===== config.mk =====
export PLATFORM = sky130hd
export DESIGN_NAME = fetch_unit
export DESIGN_NICKNAME = d
export VERILOG_FILES = /design/src/rtl/fetch_unit.sv
export SDC_FILE = /design/constraint.sdc
export NUM_CORES = 1
export LEC_CHECK = 0
export CORE_MARGIN = 1
export CORE_UTILIZATION = 40
export DETAILED_ROUTE_END_ITERATION = 8
export PLACE_DENSITY = 0.68
export REMOVE_ABC_BUFFERS = 1
export SLEW_MARGIN = 25
export SYNTH_ARGS = -nofsm -noshare
export SYNTH_HDL_FRONTEND = slang
export SYNTH_SLANG_ARGS = --single-unit
export TNS_END_PERCENT = 100

===== constraint.sdc =====
create_clock -name clk -period 5.85 [get_ports clk]
set_input_delay 0.8775 -clock clk [delete_from_list [all_inputs] [get_ports clk]]
set_output_delay 0.8775 -clock clk [all_outputs]
set_load 0.05 [all_outputs]

===== src/rtl/fetch_unit.sv =====
// fetch_unit: program counter and instruction-fetch stage.
// Holds the PC, issues one outstanding instruction-memory read at a time, and
// buffers returned words in a small FIFO that feeds decode. A redirect flushes
// the FIFO and restarts fetch. A response that was already in flight is
// discarded by the S_DRAIN state.
// Optional build macro FETCH_PERF_COUNTERS_EN adds the perf_fetched and
// perf_flushed counters.
module fetch_unit #(
  parameter logic [31:0] RESET_PC    = 32'h0000_0000,
  parameter int          QUEUE_DEPTH = 2
) (
  input  logic        clk,
  input  logic        reset,
  output logic        imem_req,
  output logic [31:0] imem_addr,
  input  logic        imem_ready,
  input  logic        imem_rvalid,
  input  logic [31:0] imem_rdata,
  output logic        inst_valid,
  output logic [31:0] inst,
  output logic [31:0] inst_pc,
  input  logic        inst_ready,
  input  logic        redirect_valid,
  input  logic [31:0] redirect_pc
`ifdef FETCH_PERF_COUNTERS_EN
  ,
  output logic [31:0] perf_fetched,
  output logic [31:0] perf_flushed
`endif
);

  localparam int AW = $clog2(QUEUE_DEPTH);
  localparam int CW = AW + 1;

  typedef enum logic [1:0] {S_REQ, S_WAIT, S_DRAIN} state_e;

  state_e        state_q, state_d;
  logic [31:0]   pc_q, pc_d;
  logic [31:0]   pend_pc_q, pend_pc_d;
  logic [AW-1:0] wr_ptr_q, wr_ptr_d, rd_ptr_q, rd_ptr_d;
  logic [CW-1:0] count_q, count_d;
  logic [CW-1:0] reserved;
  logic [31:0]   fifo_inst_q [QUEUE_DEPTH];
  logic [31:0]   fifo_pc_q   [QUEUE_DEPTH];
  logic          accept, push, pop, flush, slot_free;

  // A slot is held for the in-flight word, so a response can never overflow the FIFO
  assign reserved  = count_q + CW'(state_q == S_WAIT);
  assign slot_free = reserved < CW'(QUEUE_DEPTH);

  // All outputs read zero while reset is held
  assign imem_addr  = reset ? pc_q : 32'h0;
  assign inst_valid = (count_q != '0);
  assign inst       = fifo_inst_q[rd_ptr_q];
  assign inst_pc    = fifo_pc_q[rd_ptr_q];

  // Next-state and request logic. A redirect overrides everything else
  always_comb begin
    state_d   = state_q;
    pc_d      = pc_q;
    pend_pc_d = pend_pc_q;
    imem_req  = 1'b0;
    accept    = 1'b0;
    push      = 1'b0;
    flush     = 1'b0;
    case (state_q)
      S_REQ: begin
        imem_req = reset & slot_free;
        if (imem_req && imem_ready) begin
          pend_pc_d = pc_q;
          pc_d      = pc_q + 32'd4;
          state_d   = S_WAIT;
        end
      end
      S_WAIT: begin
        if (imem_rvalid) begin
          push    = 1'b1;
          state_d = S_REQ;
        end
      end
      S_DRAIN: begin
        if (imem_rvalid) state_d = S_REQ;
      end
      default: state_d = S_REQ;
    endcase
    accept = imem_req & imem_ready;
    if (redirect_valid) begin
      flush = 1'b1;
      push  = 1'b0;
      pc_d  = redirect_pc & ~32'h3;
      // A request that is still in flight, or is accepted this cycle, is stale
      if (state_q == S_REQ) state_d = accept ? S_DRAIN : S_REQ;
      else                  state_d = imem_rvalid ? S_REQ : S_DRAIN;
    end
  end

  // FIFO pointer and occupancy update. A flush wins over a same-cycle pop
  always_comb begin
    pop      = inst_valid & inst_ready;
    wr_ptr_d = wr_ptr_q;
    rd_ptr_d = rd_ptr_q;
    count_d  = count_q;
    if (flush) begin
      wr_ptr_d = '0;
      rd_ptr_d = '0;
      count_d  = '0;
    end else begin
      if (push) wr_ptr_d = wr_ptr_q + AW'(1);
      if (pop)  rd_ptr_d = rd_ptr_q + AW'(1);
      count_d = count_q + CW'(push) - CW'(pop);
    end
  end

  // State, PC and FIFO control registers
  always_ff @(posedge clk or negedge reset) begin
    if (!reset) begin
      state_q   <= S_REQ;
      pc_q      <= RESET_PC;
      pend_pc_q <= 32'h0;
      wr_ptr_q  <= '0;
      rd_ptr_q  <= '0;
      count_q   <= '0;
    end else begin
      state_q   <= state_d;
      pc_q      <= pc_d;
      pend_pc_q <= pend_pc_d;
      wr_ptr_q  <= wr_ptr_d;
      rd_ptr_q  <= rd_ptr_d;
      count_q   <= count_d;
    end
  end

  // FIFO storage. Entries are cleared on reset so the head reads zero
  always_ff @(posedge clk or negedge reset) begin
    if (!reset) begin
      for (int i = 0; i < QUEUE_DEPTH; i++) begin
        fifo_inst_q[i] <= 32'h0;
        fifo_pc_q[i]   <= 32'h0;
      end
    end else if (push) begin
      fifo_inst_q[wr_ptr_q] <= imem_rdata;
      fifo_pc_q[wr_ptr_q]   <= pend_pc_q;
    end
  end

`ifdef FETCH_PERF_COUNTERS_EN
  logic [31:0] perf_fetched_q, perf_fetched_d;
  logic [31:0] perf_flushed_q, perf_flushed_d;

  // Counters wrap naturally on overflow
  always_comb begin
    perf_fetched_d = perf_fetched_q + {31'h0, push};
    perf_flushed_d = perf_flushed_q + {31'h0, redirect_valid};
  end

  // Performance counter registers
  always_ff @(posedge clk or negedge reset) begin
    if (!reset) begin
      perf_fetched_q <= 32'h0;
      perf_flushed_q <= 32'h0;
    end else begin
      perf_fetched_q <= perf_fetched_d;
      perf_flushed_q <= perf_flushed_d;
    end
  end

  assign perf_fetched = perf_fetched_q;
  assign perf_flushed = perf_flushed_q;
`endif

endmodule


Word-level counts from Yosys, hierarchy flattened
Index checks and enable logic that the tools add are counted. W data, S select, Z words.

Bits in registers: 198. Output and inout port bits: 98. Word-level logic and storage cells: 72.

$add $sub $neg: 6. $lt $le $gt $ge: 4. Equal/unequal tests: 4. Multiplexer cells: 31. Bitwise logic cells: 5. Reductions and logical operators: 12.

Operators by type and width (number): $mux W32 (11); $bwmux W64 (2); $add A32 B3 Y32 const B (1); $demux W32 S1 (1); $mux W2 (7); $reduce_bool A2 Y1 (5); $mux W1 (9); $reduce_and A2 Y1 (3); $add A2 B1 Y2 (2); $ge A2 B2 Y1 const B (2); $not A1 Y2 (2); $pmux W2 S2 (1); $and A1 B1 Y1 (3); $ne A3 B1 Y1 const B (1); $ne A3 B3 Y1 const B (1); $add A1 B1 Y1 const B (2); $eq A2 B1 Y1 const B (1); $eq A2 B2 Y1 const B (1); $logic_and A1 B1 Y1 (2); $logic_not A2 Y1 (1); $lt A2 B1 Y1 const B (1); $lt A2 B2 Y1 const B (1); $reduce_or A2 Y1 (1); $sub A2 B1 Y2 (1).

Logic depth before layout (Yosys ltp)
Gate-level depths: netlist of run 1.

Depth after elaboration: 9. Mapped depth: 9. Depth with buffers taken out: 8.

Worst setup path after synthesis of run 1
OpenSTA, ideal clock, no wires.

Kind: input -> output. Start: in reset. End: out imem_addr[31]. Arrival time: 1509 ps. Data required time: 4973 ps. Setup slack: 3463 ps. Stages: 2. Cells stage by stage: clkbuf_1 and2_1.

Cells in the longest elaborated chain, start to end: 1.

Ends and longest elaborated chain: from (decl) (RTL line 13) `input logic reset,`; $mux W32 (RTL line 52) `assign imem_addr = reset ? pc_q : 32'h0;`; to (decl) (RTL line 15) `output logic [31:0] imem_addr,`.

Every way passes these cells.

Worst setup path after layout of run 1
Start: in reset. End: out imem_addr[23].

Same word-level chain as after synthesis.

==> reports/qor.yml, run 1 <==
floorplan:
  fp.dieW_um: 150
  io_pins: 168
  row_count: 53
  initial_core_util_pct: 41.2
  coreArea_mm2: 0.0212
  dieArea_mm2: 0.0225
  die_h_um: 150
place:
  port_buffers: 161
  finalWeightedCongestion: 0.740
  dp_hpwl_um: 12500
  dp.cells: 1131
drt:
  routedWlPerCell_um: 16.8
  dr.first_iter.drc_count: 177
  vias: 5853
  drtPass1Iterations: 4
  routed_wl_um: 19500
  postRouteAntennaNets: 0
  vias_per_cell: 5.03
  drc: 0
clocking:
  cts_max_level: 4
  cts_sinks: 190
  clk_latency_ns: 0.42
  post_cts_resized: 0
  clockRootBuffer: "clkbuf_16"
  clk_pin_slew_ns: 0.07
  numCtsBuffers: 17
  post_cts_buffers: 0
  clock_path_buffers: 2
  hold_buffers: 0
  tritoncts: "done"
power_and_ir_drop:
  max-vdd-ir-drop_mv: 0.180
  p_per_area_mw_per_mm2: 430
  finalPower_mw: 4.82
  p_leak_nw: 5.13
sta:
  slew_viol_final: 0
  fin_crit_ns: 3.66
  relSlewSlack_pct: 32.9
  fin_crit_sh_pct: 62.6
  finalSetupTns_ns: 0
  skew_ns: 0.00752
  setup_viol_count_final: 0
  hold_viol: 0
  fmax_mhz: 273
  rsz0062_at_grt: "no"
  worst_slew_pin_slew_ns: 1.01
yosys:
  ys_ff_latch: 190
  yosysTopAreaCellShare_pct: 54.3
  async_flop_share_pct: 100
  yosysSeqAreaShare_pct: 54.3
  yosysWarnings: 0
  synth_top_area_cell: "dfrtp_1"
  syn-cell-area_mm2: 0.00875
  synth.area.top_cells: "dfrtp_1 (54%), mux2_2 (24%), nand2_1 (5.1%)"
  synth_edf_count: 0
  yosys.cell_types.count: 40
  syn_inst: 727
  ys.flop_type: "dfrtp_1"
  syn-mean-instance-area_um2: 12.0
cells_and_area:
  stdcell_count: 1163
  utilization_pct: 52.8
  diodes: 0
  synthToLayoutAreaGrowth_pct: 28.1
  finalNetCount: 949
  drive_gt1_share_pct: 27.3
worst_setup_path:
  r2r_setup_slack_ns: 3.31
  worst-path-max-fanout: 97
  cp.arrival_ns: 2.78
  required_ns: 4.97
  cp-start-kind: "input port"
  critPathKind: "input port to output port"
  end_kind: "output port"
global_routing:
  grt_pass1_vias: 5980
  grtUsageTotal_pct: 18.2
  grt_pass1_wl_um: 31600
  grt_max_degree: 98
  antenna_found_initial: 0
  grt_overflow: 0
status:
  status: "complete, no violations"
min_path:
  hold_class: "input port to async pin"
job:
  maxCapViolations: 0
## cell usage in the layout, fill, tap and decap left out, types with 2 or more instances in the layout
master	n
dfrtp_1	189
nand4b_1	2
conb_1	4
nand2b_1	2
buf_4	10
xor2_1	25
inv_6	6
and4_1	2
clkbuf_16	17
clkinv_4	2
bufinv_16	2
inv_1	6
xnor2_1	7
nand2_1	119
a21o_1	2
ha_1	4
clkinv_2	2
and3_1	9
mux2_2	188
nand3_1	7
and2_1	31
nor3_2	2
nor3_1	4
nor2_1	11
clkdlybuf4s50_1	159
clkbuf_8	3
o21ai_0	30
nand4_1	20
a21oi_1	3
## Yosys cell counts (3+ instances only)
library cell  instances
mux2_2              188
dfrtp_1             190
nor2_1               11
xnor2_1               7
buf_2                18
buf_4                 5
xor2_1               25
nand2_1             120
and3_1                9
inv_1                 6
buf_1                 3
a21oi_1               3
nand4_1              20
nand3_1               7
nor3_1                5
o21ai_0              30
clkbuf_1             19
ha_1                  4
and2_1               31
## logic make-up (layout without fill, tap and decap cells)
group           after synthesis  after routing  synth area share, %
simple gates                220            220                 12.4
flops                       190            190                 54.3
fa+ha+maj                     4              4                0.572
xor+xnor                     32             32                 3.20
other cells                   1              4               0.0428
buf+inv                      51            209                 2.66
mux                         189            189                 24.3
compound gates               40             40                 2.49
## final timing paths
check	start	endpoint	depth (start not counted)
max	reset	imem_addr[23]	4
min	reset	fifo_inst_q[14]$_DFFE_PN0P_	1
max reg2reg	state_q[0]$_DFFE_PN0P_	pc_q[31]$_DFFE_PN0P_	6
min reg2reg	pend_pc_q[17]$_DFFE_PN0P_	pend_pc_q[17]$_DFFE_PN0P_	2
max in group asynchronous	reset	fifo_inst_q[53]$_DFFE_PN0P_	2
min in group clk	pend_pc_q[17]$_DFFE_PN0P_	pend_pc_q[17]$_DFFE_PN0P_	2
## cell type report
| type | count | area (um^2) |
|---|---|---|
| Inverter | 6 | 22.5 |
| Sequential cell | 190 | 4760 |
| Fill cell | 1894 | 10000 |
| Timing Repair Buffer | 171 | 1690 |
| Tap cell | 275 | 344 |
| Multi-Input combinational cell | 489 | 3800 |
| Clock buffer | 19 | 453 |
| Clock inverter | 13 | 151 |
## sequential cells by signal, indices dropped and copies added, names as in the netlist
register,cells
rd_ptr_q,1
pc_q,30
wr_ptr_q,1
pend_pc_q,30
count_q,2
fifo_pc_q,60
fifo_inst_q,64
state_q,2
## layer usage
layer | wire, um | share of wire [%] | vias up | global-route usage [%]
met5 | 0 | 0 | - | 0
met4 | 287 | 1.5 | 0 | 5.81
li1 | - | - | 2803 | -
met3 | 813 | 4.2 | 15 | 3.20
met2 | 9120 | 47 | 139 | 29.5
met1 | 9290 | 48 | 2896 | 24.6
## per-stage QoR
| step | hold slack [ns] | setup WS, ns | area, um^2 |
|---|---|---|---|
| 5_1_grt | 0.514 | 2.02 | 11200 |
| 4_1_cts | 0.504 | 2.14 | 11200 |
| 3_5_place_dp | 0.487 | 2.15 | 10600 |
| 3_3_place_gp | 0.481 | 2.16 | 10600 |
| 2_1_floorplan | 0.458 | -0.0531 | 8550 |
| 6_report | 0.459 | 2.19 | 11200 |
## where the power goes
| part | internal (mW) | total (mW) | switching, mW |
|---|---|---|---|
| logic | 0.744 | 1.82 | 1.08 |
| registers | 1.61 | 1.81 | 0.198 |
| clock network | 0.665 | 1.19 | 0.522 |
## critical path, cell delays in order
cell and delay (ns):
clkbuf_8 0.49, buf_4 0.35, and2_1 0.16, clkdlybuf4s50_1 0.80
No activity file was read; power rests on OpenSTA's default activity.
==> run 2: changes to the inputs <==
- clock period: 5.85 -> 3.7 ns (I/O delays scaled with it)
==> reports/qor.yml, run 2 (same netlist as run 1, synthesis figures left out) <==
clocking:
  post_cts_buffers: 0  # unchanged
  cts_max_level: 4  # unchanged
  tritoncts: "done"
  numCtsBuffers: 17  # unchanged
  clk_pin_slew_ns: 0.07  # about the same
  cts_sinks: 190  # unchanged
  clockRootBuffer: "clkbuf_16"
  post_cts_resized: 0  # unchanged
  hold_buffers: 0  # unchanged
  clk_latency_ns: 0.43  # about the same
  clock_path_buffers: 2  # unchanged
worst_setup_path:
  crit_chain: "buf_4, mux2_2, clkdlybuf4s50_1"
  max_stage_delay_ns: 0.76  # -0.04 ns
  critPathKind: "register to output port"
  required_ns: 3.14  # -1.83 ns
  timing.rr.start: "state_q[0]$_DFFE_PN0P_"
  cp.arrival_ns: 2.66  # -0.12 ns
  end_kind: "output port"
  cp_slowest_cell: "dfrtp_4"
  worst-path-max-fanout: 31  # -68%
  startpoint: "rd_ptr_q$_DFFE_PN0P_"
  cp-start-kind: "register"
drt:
  routed_wl_um: 19200  # -1.4%
  dr.first_iter.drc_count: 252  # +42%
  vias: 5811  # -0.72%
  drtPass1Iterations: 4  # unchanged
  routedWlPerCell_um: 16.5  # -1.8%
  vias_per_cell: 4.98  # -1.1%
  postRouteAntennaNets: 0  # unchanged
  drc: 0  # unchanged
floorplan:
  initial_core_util_pct: 41.2  # unchanged
  coreArea_mm2: 0.0212  # unchanged
  fp.dieW_um: 150  # unchanged
  dieArea_mm2: 0.0225  # unchanged
  die_h_um: 150  # unchanged
  row_count: 53  # unchanged
  io_pins: 168  # unchanged
cells_and_area:
  mostFrequentLayoutCells: "dfrtp_1 (189), mux2_2 (188), clkdlybuf4s50_1 (151)"
  final_common_cell: "dfrtp_1"
  finalNetCount: 954  # +0.53%
  synthToLayoutAreaGrowth_pct: 28.1  # about the same
  largestRegisters: "fifo_inst_q x64, fifo_pc_q x60"
  largest-register: "fifo_inst_q"
  drive_gt1_share_pct: 28.3  # +1.1 points
  fin_area_mm2: 0.0112  # about the same
  largest_reg_flops: 64  # unchanged
  utilization_pct: 52.9  # about the same
  diodes: 0  # unchanged
  stdcell_count: 1168  # +0.43%
power_and_ir_drop:
  p_leak_nw: 5.15  # +0.54%
  finalPower_mw: 7.58  # +57%
  p_per_area_mw_per_mm2: 676  # +57%
  max-vdd-ir-drop_mv: 0.303  # +69%
global_routing:
  grt_overflow: 0  # unchanged
  grtUsageTotal_pct: 18.0  # -0.16 points
  grt_pass1_vias: 5909  # -1.2%
  antenna_found_initial: 0  # unchanged
  grt_pass1_wl_um: 31100  # -1.6%
  grt_max_degree: 90  # -8.2%
sta:
  fmax_mhz: 311
  rsz0062_at_grt: "no"
  fin_crit_ns: 3.21
  fin_crit_sh_pct: 86.8
  worst_slew_pin_slew_ns: 1.00  # -0.00417 ns
  skew_ns: 0.0126  # +0.00510 ns
  relSlewSlack_pct: 33.2  # +0.28 points
  slew_viol_final: 0  # unchanged
  hold_viol: 0  # unchanged
  worst_slack_ns: 0.488  # -1.70 ns
  setup_viol_count_final: 0  # unchanged
min_path:
  hold_class: "input port to async pin"
place:
  dp.cells: 1136  # +0.44%
  place_ws_ns: 0.863  # -1.29 ns
  port_buffers: 161  # unchanged
  dp_hpwl_um: 12800  # +2.4%
  post_dp_cell_area_mm2: 0.0106  # +0.16%
  finalWeightedCongestion: 0.733  # -0.95%
status:
  status: "complete, no violations"
job:
  maxCapViolations: 0  # unchanged
==> run 2: final cells by class <==
type | instances | area [um^2]
sequential | 190 | 4760
inverter | 6 | 22.5
timing repair buffer | 176 | 1700
tap | 275 | 344
fill | 1890 | 10000
clock buffer | 19 | 433
clock inverter | 13 | 158
multi-input combinational | 489 | 3800
==> run 2: stage by stage <==
stage               TNS, ns  hold WS [ns]
finish                    0         0.139
global route              0         0.178
CTS                       0         0.145
detailed placement        0         0.480
global placement          0         0.480
floorplan           -121.26         0.259
==> run 2: path summary, 6_finish.rpt <==
| check | endpoint | slack [ns] | depth (start not counted) |
|---|---|---|---|
| min reg2reg | pend_pc_q[29]$_DFFE_PN0P_ | 0.50 | 2 |
| max | inst[10] | 0.49 | 3 |
| min | fifo_inst_q[47]$_DFFE_PN0P_ | 0.14 | 1 |
| min in group clk | pend_pc_q[29]$_DFFE_PN0P_ | 0.50 | 2 |
| max reg2reg | pc_q[31]$_DFFE_PN0P_ | 1.12 | 6 |
| max in group asynchronous | fifo_inst_q[27]$_DFFE_PN0P_ | 1.99 | 3 |
==> run 2: report_power, final <==
group,internal [mW],switching [mW]
logic,1.18,1.72
clock network,1.02,0.832
registers,2.55,0.288
==> run 2: worst max-delay path: cells and delay by family, from the launching register on <==
family                 cells  cell delay, ns
buffers and inverters      2            1.09
flip-flops                 1            0.76
multiplexers               1            0.37
==> run 2: per-layer routing <==
metal	track usage (%)	share of wire, %	vias up
li1	-	-	2800
met1	24.7	48	2869
met2	28.7	47	126
met3	3.45	3.9	16
met4	5.56	1.3	0
met5	0	0	-
